==> config.mk <==
export PLATFORM = sky130hd
export DESIGN_NAME = ram_port_arbiter
export DESIGN_NICKNAME = d
export VERILOG_FILES = /design/src/rtl/ram_arb_pkg.sv /design/src/rtl/rr_arb2.sv /design/src/rtl/ram_port_arbiter.sv
export SDC_FILE = /design/constraint.sdc
export NUM_CORES = 1
export LEC_CHECK = 0
export ABC_AREA = 0
export BUFFER_PORTS_ARGS = -buffer_cell sky130_fd_sc_hd__buf_2
export CELL_PAD_IN_SITES_DETAIL_PLACEMENT = 1
export CELL_PAD_IN_SITES_GLOBAL_PLACEMENT = 1
export CORE_MARGIN = 2
export CORE_UTILIZATION = 30
export CTS_CLUSTER_SIZE = 14
export DETAILED_ROUTE_END_ITERATION = 6
export GPL_TIMING_DRIVEN = 1
export PLACE_DENSITY_LB_ADDON = 0.1
export SYNTH_ARGS = -nofsm -noshare
export SYNTH_HDL_FRONTEND = slang
export SYNTH_HIERARCHICAL = 1
export SYNTH_SLANG_ARGS = --single-unit
export TNS_END_PERCENT = 5
==> constraint.sdc <==
create_clock -name clk -period 2.45 [get_ports clk]
set_input_delay 0.1225 -clock clk [delete_from_list [all_inputs] [get_ports clk]]
set_output_delay 0.1225 -clock clk [all_outputs]
set_load 0.03 [all_outputs]
==> src/rtl/ram_arb_pkg.sv <==
// Shared types and constants for the two-port RAM arbiter.
package ram_arb_pkg;

    localparam int unsigned NUM_PORTS  = 2;
    localparam int unsigned DEF_ADDR_W = 6;
    localparam int unsigned DEF_DATA_W = 8;

    typedef enum logic [1:0] {
        StInit,
        StRun,
        StDrain
    } state_e;

endpackage

==> src/rtl/rr_arb2.sv <==
// Two-way round-robin arbiter: combinational grant, registered last-granted port.
module rr_arb2 (
    input  logic       clk,
    input  logic       rst,
    input  logic [1:0] req,
    input  logic       en,
    input  logic       xfer,
    output logic [1:0] gnt
);

    logic last_gnt_q;

    // Grant a lone requester; on contention favour the port not granted last.
    always_comb begin
        gnt = 2'b00;
        if (en) begin
            case (req)
                2'b01:   gnt = 2'b01;
                2'b10:   gnt = 2'b10;
                2'b11:   gnt = last_gnt_q ? 2'b01 : 2'b10;
                default: gnt = 2'b00;
            endcase
        end
    end

    // Remember the winner only when a transfer actually happens.
    always_ff @(posedge clk) begin
        if (rst) begin
            last_gnt_q <= 1'b1;
        end else if (xfer) begin
            last_gnt_q <= gnt[1];
        end
    end

endmodule

==> src/rtl/ram_port_arbiter.sv <==
// Shares a single-port synchronous RAM between two requesters, scrubbing it to zero
// after reset and on clear. Reads return two cycles after acceptance.
module ram_port_arbiter
    import ram_arb_pkg::*;
#(
    parameter int unsigned ADDR_W = DEF_ADDR_W,
    parameter int unsigned DATA_W = DEF_DATA_W
) (
    input  logic                          clk,
    input  logic                          rst,
    input  logic [NUM_PORTS-1:0]          req,
    input  logic [NUM_PORTS-1:0]          req_we,
    input  logic [NUM_PORTS*ADDR_W-1:0]   req_addr,
    input  logic [NUM_PORTS*DATA_W-1:0]   req_wdata,
    output logic [NUM_PORTS-1:0]          gnt,
    output logic [NUM_PORTS-1:0]          rd_valid,
    output logic [DATA_W-1:0]             rd_data,
    input  logic                          clear,
    output logic                          init_done,
    output logic [ADDR_W-1:0]             ram_addr,
    output logic                          ram_we,
    output logic [DATA_W-1:0]             ram_wdata,
    input  logic [DATA_W-1:0]             ram_rdata
);

    state_e              state_q;
    // Extra MSB flags that the last address has been issued.
    logic [ADDR_W:0]     cnt_q;
    logic [ADDR_W-1:0]   ram_addr_q;
    logic                ram_we_q;
    logic [DATA_W-1:0]   ram_wdata_q;
    logic                init_done_q;
    // Two-stage read tracker: s1 = address at RAM, s2 = data at RAM output.
    logic                s1_valid_q, s1_port_q;
    logic                s2_valid_q, s2_port_q;

    logic [1:0]          gnt_w;
    logic                arb_en;
    logic                xfer;
    logic                sel;
    logic                sel_we;
    logic [ADDR_W-1:0]   sel_addr;
    logic [DATA_W-1:0]   sel_wdata;

    assign arb_en = (state_q == StRun) && !clear;
    assign xfer   = |(req & gnt_w);

    // Mux the granted port's request onto the issue path.
    always_comb begin
        sel       = gnt_w[1];
        sel_we    = sel ? req_we[1] : req_we[0];
        sel_addr  = sel ? req_addr[ADDR_W +: ADDR_W] : req_addr[0 +: ADDR_W];
        sel_wdata = sel ? req_wdata[DATA_W +: DATA_W] : req_wdata[0 +: DATA_W];
    end

    rr_arb2 u_arb (
        .clk  (clk),
        .rst  (rst),
        .req  (req),
        .en   (arb_en),
        .xfer (xfer),
        .gnt  (gnt_w)
    );

    // Control FSM with registered RAM-side outputs and read-return tracking.
    always_ff @(posedge clk) begin
        if (rst) begin
            state_q     <= StInit;
            cnt_q       <= '0;
            ram_addr_q  <= '0;
            ram_we_q    <= 1'b0;
            ram_wdata_q <= '0;
            init_done_q <= 1'b0;
            s1_valid_q  <= 1'b0;
            s1_port_q   <= 1'b0;
            s2_valid_q  <= 1'b0;
            s2_port_q   <= 1'b0;
        end else begin
            s2_valid_q <= s1_valid_q;
            s2_port_q  <= s1_port_q;
            s1_valid_q <= 1'b0;
            ram_we_q   <= 1'b0;
            case (state_q)
                StInit: begin
                    if (cnt_q[ADDR_W]) begin
                        state_q     <= StRun;
                        init_done_q <= 1'b1;
                    end else begin
                        ram_we_q    <= 1'b1;
                        ram_addr_q  <= cnt_q[ADDR_W-1:0];
                        ram_wdata_q <= '0;
                        cnt_q       <= cnt_q + 1'b1;
                    end
                end
                StRun: begin
                    if (clear) begin
                        // A read issued last cycle still owes its rd_valid.
                        state_q     <= s1_valid_q ? StDrain : StInit;
                        init_done_q <= 1'b0;
                        cnt_q       <= '0;
                    end else if (xfer) begin
                        ram_we_q    <= sel_we;
                        ram_addr_q  <= sel_addr;
                        ram_wdata_q <= sel_wdata;
                        s1_valid_q  <= !sel_we;
                        s1_port_q   <= sel;
                    end
                end
                StDrain: begin
                    state_q <= StInit;
                end
                default: begin
                    state_q <= StInit;
                end
            endcase
        end
    end

    assign gnt       = gnt_w;
    assign rd_valid  = {s2_valid_q & s2_port_q, s2_valid_q & ~s2_port_q};
    assign rd_data   = ram_rdata;
    assign init_done = init_done_q;
    assign ram_addr  = ram_addr_q;
    assign ram_we    = ram_we_q;
    assign ram_wdata = ram_wdata_q;

endmodule

* Yosys cells after proc, flatten, opt, wreduce, memory -nomap -nowiden
Cells that the tools add are included.
** Cells by class
- Reductions and logical operators :: 13
- Equal/unequal tests :: 9
- Divide/modulo/power cells :: 0
- Magnitude comparators :: 0
- Shift operators :: 0
- Bitwise operators :: 7
- $add $sub $neg :: 1
- $mul :: 0
- Multiplexer cells :: 28
** Operator list (number)
- $mux 8 :: 4
- $mux 6 :: 4
- $pmux 8 s2 :: 1
- $mux 7 :: 2
- $pmux 7 s2 :: 1
- $pmux 6 s2 :: 1
- $mux 2 :: 5
- $reduce_and 3->1 :: 3
- $ne 2x2->1 const B :: 4
- $add 7x1->7 const B :: 1
- $mux 1 :: 6
- $pmux 2 s3 :: 1
- $eq 2x1->1 const B :: 2
- $eq 2x2->1 const B :: 2
- $not 1->1 :: 4
- $pmux 1 s2 :: 2
- $pmux 2 s2 :: 1
- $reduce_and 2->1 :: 2
- $reduce_and 4->1 :: 1
- $reduce_or 4->1 :: 1
- $and 1x1->1 :: 2
- $and 2x2->2 :: 1
- $logic_not 1->1 :: 2
- $logic_not 2->1 :: 1
- other kinds (4) :: 4
** Storage, ports and cells
- Bits in read-only memories :: 0
- Register bits after elaboration :: 30
- Memories kept :: 0
- Memory bits (writable) :: 0
- Latch bits :: 0
- Output and inout port bits :: 28

* Logic depth before layout (Yosys ltp)
- Depth after elaboration :: 8
- Depth in mapped cells :: 10
- Gate-level depth less buffers :: 8

* Modules after synthesis
Netlist, hierarchy kept.
** By module, submodules not included
- ram_port_arbiter :: area each 1609.0 µm², instances 1, cells an instance 176, seq. area each 580.6 µm²
- rr_arb2 :: area each 65.1 µm², instances 1, cells an instance 9, seq. area each 20.0 µm²

* Worst setup path before layout
Ideal clock, no wire load.
- Path kind :: register to register
- From :: register state_q[1]
- To :: register ram_addr_q[4], in the netlist ram_addr[4]
- Setup time :: 83 ps
- Data arrival time :: 2438 ps
- Required time :: 2367 ps
- Cell stages (with the launch flop) :: 11
- Path slack :: -71 ps
- Buffers on the path :: 2
- Path through :: dfxtp_1 -> or3b_1 -> buf_6 -> clkinv_2 -> nand2_1 -> a21oi_1 -> a22oi_4 -> inv_1 -> a21boi_4 -> buf_6 -> o31ai_4
** On the way
- Longest elaborated chain between the ends :: 7
- Elaborated cells between the ends (all ways) :: 15
- Those cells by class :: eq/ne (4); mux (5); bitwise (1); reduce/logical (5)
** RTL lines
- from (decl) :: line ram_port_arbiter.sv:26 : state_e state_q;
- from (signal assigned) :: line ram_port_arbiter.sv:68 : state_q <= StInit;
- from (signal assigned) :: line ram_port_arbiter.sv:86 : state_q <= StRun;
- from (signal assigned) :: line ram_port_arbiter.sv:98 : state_q <= s1_valid_q ? StDrain : StInit;
- $eq 2x1->1 :: line ram_port_arbiter.sv:45 : assign arb_en = (state_q == StRun) && !clear;
- $logic_and 1x1->1 :: line ram_port_arbiter.sv:45
- named net arb_en :: line ram_port_arbiter.sv:38 : logic arb_en;
- $mux 2 :: line rr_arb2.sv:16 : if (en) begin
- named net gnt[0] :: line ram_port_arbiter.sv:15 : output logic [NUM_PORTS-1:0] gnt,
- $and 2x2->2 :: line ram_port_arbiter.sv:46 : assign xfer = |(req & gnt_w);
- $reduce_or 2->1 :: line ram_port_arbiter.sv:46
- named net xfer :: line ram_port_arbiter.sv:39 : logic xfer;
- $ne 2x1->1 (no source line)
- $reduce_and 4->1 (no source line)
- to (signal assigned) :: line ram_port_arbiter.sv:90 : ram_addr_q <= cnt_q[ADDR_W-1:0];
- to (signal assigned) :: line ram_port_arbiter.sv:103 : ram_addr_q <= sel_addr;
- to (decl) :: line ram_port_arbiter.sv:29 : logic [ADDR_W-1:0] ram_addr_q;
The timed path passes the listed nets, and every way through them passes these cells. The select of a mux whose other input is x is not followed.
A chain may end at the register's enable or synchronous reset.

* Final worst setup path
- From :: register state_q[1]
- To :: register s1_valid_q
** On the way
- Longest elaborated chain between the ends :: 7
- Elaborated cells between the ends (all ways) :: 10
- Those cells by class :: eq/ne (1); mux (2); bitwise (3); reduce/logical (4)
** RTL lines
- $eq 2x1->1 (*) :: line ram_port_arbiter.sv:45
- $logic_and 1x1->1 (*) :: line ram_port_arbiter.sv:45
- named net arb_en :: line ram_port_arbiter.sv:38
- $mux 2 (*) :: line rr_arb2.sv:16
- $and 2x2->2 :: line ram_port_arbiter.sv:46
- $reduce_or 2->1 :: line ram_port_arbiter.sv:46
- $not 1->1 (no source line)
- $reduce_or 4->1 (no source line)
- to (signal assigned) :: line ram_port_arbiter.sv:105 : s1_valid_q <= !sel_we;
- to (decl) :: line ram_port_arbiter.sv:34 : logic s1_valid_q, s1_port_q;
The timed path passes the listed nets; every way through them passes the cells marked *.

==> flow_metrics.tcl <==
set metrics [dict create \
    cts-hold-fix-buffers 0 \
    max_freq_mhz 460 \
    path_class "reg -> reg" \
    cts_tree "built" \
    synth_enable_flop_cells 0 \
    run_status "completed" \
    max_slew_margin_pct 71.6 \
    drt.antenna.violating_nets 0 \
    mostFrequentLayoutCells "buf_2, dfxtp_1, nand2_1, nor2b_1" \
    drive_above_1_share_pct 36.0 \
    report.final.setup_viol 0 \
    root_cell_of_the_clock_tree "clkbuf_8" \
    die_h_um 78.7 \
    worstHoldPathType "in -> reg" \
    final_min_period_over_clock_period_pct 88.8 \
    timing.critical_path.from_type "flop" \
    design_area_um2 2070 \
    cpMostUsedCell "and2_1" \
    worstPathMaxFanout 23 \
    finalClockSkew_ps 3.42 \
    dp.final_hpwl_mm 3.48 \
    synthArstFlopShare_pct 0 \
    area_growth_pct 23.8 \
    grt_remaining_overflow 0 \
    cts.clk_slew.worst_paths_ps 60 \
    combined_area_of_the_multi_input_logic_cells_um2 920 \
    clock_tree.htree_level_count 2 \
    syn-instance-count 185 \
    endpoint_kind "flop" \
    placementRows 27 \
    required_ps 2620 \
    fin_setup_tns_ps 0 \
    most_frequent_standard_cell_in_the_layout_excluding_fill_and_tap_cells "buf_2" \
    cts_inserted_buffers 5 \
    hold-worst-slack_ps 164 \
    placedInstanceArea_um2 1960 \
    synth_nets 229 \
    drv_slew 0 \
    pwr_density_cell_nw_per_um2 479 \
    postSynth.topFlopCell "dfxtp_1" \
    cts.path.max_buffers 2 \
    fin_cells 308 \
    antenna_diodes 0 \
    num_vias 1513 \
    worst-endpoint-arrival_ps 2350 \
    grt_start_max_net_pins 24 \
    rsz0062_at_grt "no" \
    critical-path-slowest-cell "or3b_1" \
    design.final.nets 279 \
    global_route.usage.total_pct 15.2 \
    synth.ff_latch_count 30 \
    synth_cell_area_um2 1670 \
    cts_setup_buffers 0 \
    replace_congestion 0.755 \
    yosys_warnings 6 \
    clock_insertion_delay_worst_skew_ps 280 \
    cp_cell_sequence "or3b_1, clkinv_2, and2_1, and2_1, buf_4, mux2_2, nor4_1" \
    io_pins 71 \
    number_of_drc_markers_in_iteration_0 68 \
    drt_pre_antenna_iters 4 \
    synth.lib_cells_used.distinct 42 \
    slowest_delay_ps 420 \
    drt_wl_total_mm 4.46 \
    post_drt_via_cell_ratio 4.91 \
    grt_pass1_vias 1571 \
    initial_utilization_pct 30.8 \
    finalCriticalPeriod_ps 2180 \
    grt_antenna_before_repair 0 \
    synthesis.area_per_instance_um2 9.05 \
    final_hold_viol_count 0 \
    max_cap_viol_count 0 \
    die_x_um 78.7 \
    seqCellArea_um2 601 \
    routed_wire_per_std_cell_um 14.5 \
    cts.sink_count 30 \
    port_buffers 54 \
    fp.dieArea_um2 6190 \
    max_slew.worst_pin.slew_ps 424 \
    cts_resized 0 \
    num-fill-cells 668 \
    worst_ir_drop_vdd_uv 218 \
    leakage_uw 0.000863 \
    drc_markers 0 \
    grt_first_pass_wirelength_mm 7.43 \
    core-area_um2 5440 \
    numPlacedInstances 299 \
    design_power_total_uw 993 \
    synth.yosys.seq_area_share_pct 35.9 \
]
==> cells by family after synthesis <==
family / share of synthesized area, %
compound gates: 21.8
xor+xnor: 0.523
fa+ha+maj: 0.747
buf+inv: 9.42
flops: 35.9
mux: 11.4
simple gates: 20.2
==> sequential cells by signal, summed over array words and instances (netlist names) <==
name,flops
s1_port_q,1
init_done,1
ram_we,1
cnt_q,7
u_arb/last_gnt_q,1
s2_valid_q,1
s2_port_q,1
state_q,2
ram_wdata,8
ram_addr,6
s1_valid_q,1
==> critical path, delay by kind of cell (launching register included) <==
| family | cells | cell delay, ps |
|---|---|---|
| muxes | 1 | 380 |
| DFF | 1 | 310 |
| buffers and inverters | 2 | 400 |
| and+or+nand+nor | 4 | 970 |
==> per-stage QoR <==
stage	setup WS, ps	utilization (%)
finish	274	38.1
global route	63.8	38.1
CTS	123	37.7
detailed placement	124	36.0
global placement	235	36.0
floorplan	26.7	-
==> layer usage <==
layer | track usage, % | up-vias | wire [µm]
li1 | - | 761 | -
met1 | 17.7 | 704 | 1920
met2 | 26.6 | 41 | 2230
met3 | 4.55 | 7 | 250
met4 | 4.91 | 0 | 59
met5 | 0 | - | 0
==> cells in the mapped netlist (all sizes together), types with 6 or more instances <==
cell type  instances  area (µm²)
a211oi             6        45.0
a21oi              7        35.0
buf               13         104
dfxtp             30         601
inv                8        30.0
mux2               9         101
mux2i              9        90.1
nand2             21        78.8
nor2b             15        93.8
o2111ai            8        70.1
o21ai              9        45.0
o31ai              6        63.8
==> final timing paths <==
path                                    from           end  slack [ps]  depth (start not counted)
worst max register to register    state_q[1]    s1_valid_q         270                          7
worst max-delay path              state_q[1]    s1_valid_q         270                          7
worst min-delay path               req_we[0]    s1_valid_q         160                          3
worst min register to register  ram_wdata[1]  ram_wdata[1]         460                          2
==> where the power goes <==
part / internal, µW / switching, µW / total (µW)
clock network: 226 / 180 / 406
registers: 496 / 8.12 / 504
logic: 42.9 / 40.3 / 83.2
total: 765 / 228 / 993
==> cell type report <==
class	count	share of cell area, %
repair buffers	61	16.2
flip-flops and latches	30	29.0
inverters	9	1.69
well taps	72	4.35
clock buffers	7	4.17
multi-input cells	128	44.4
clock inverters	1	0.242
Note: power is estimated with default switching activity, not from simulation.
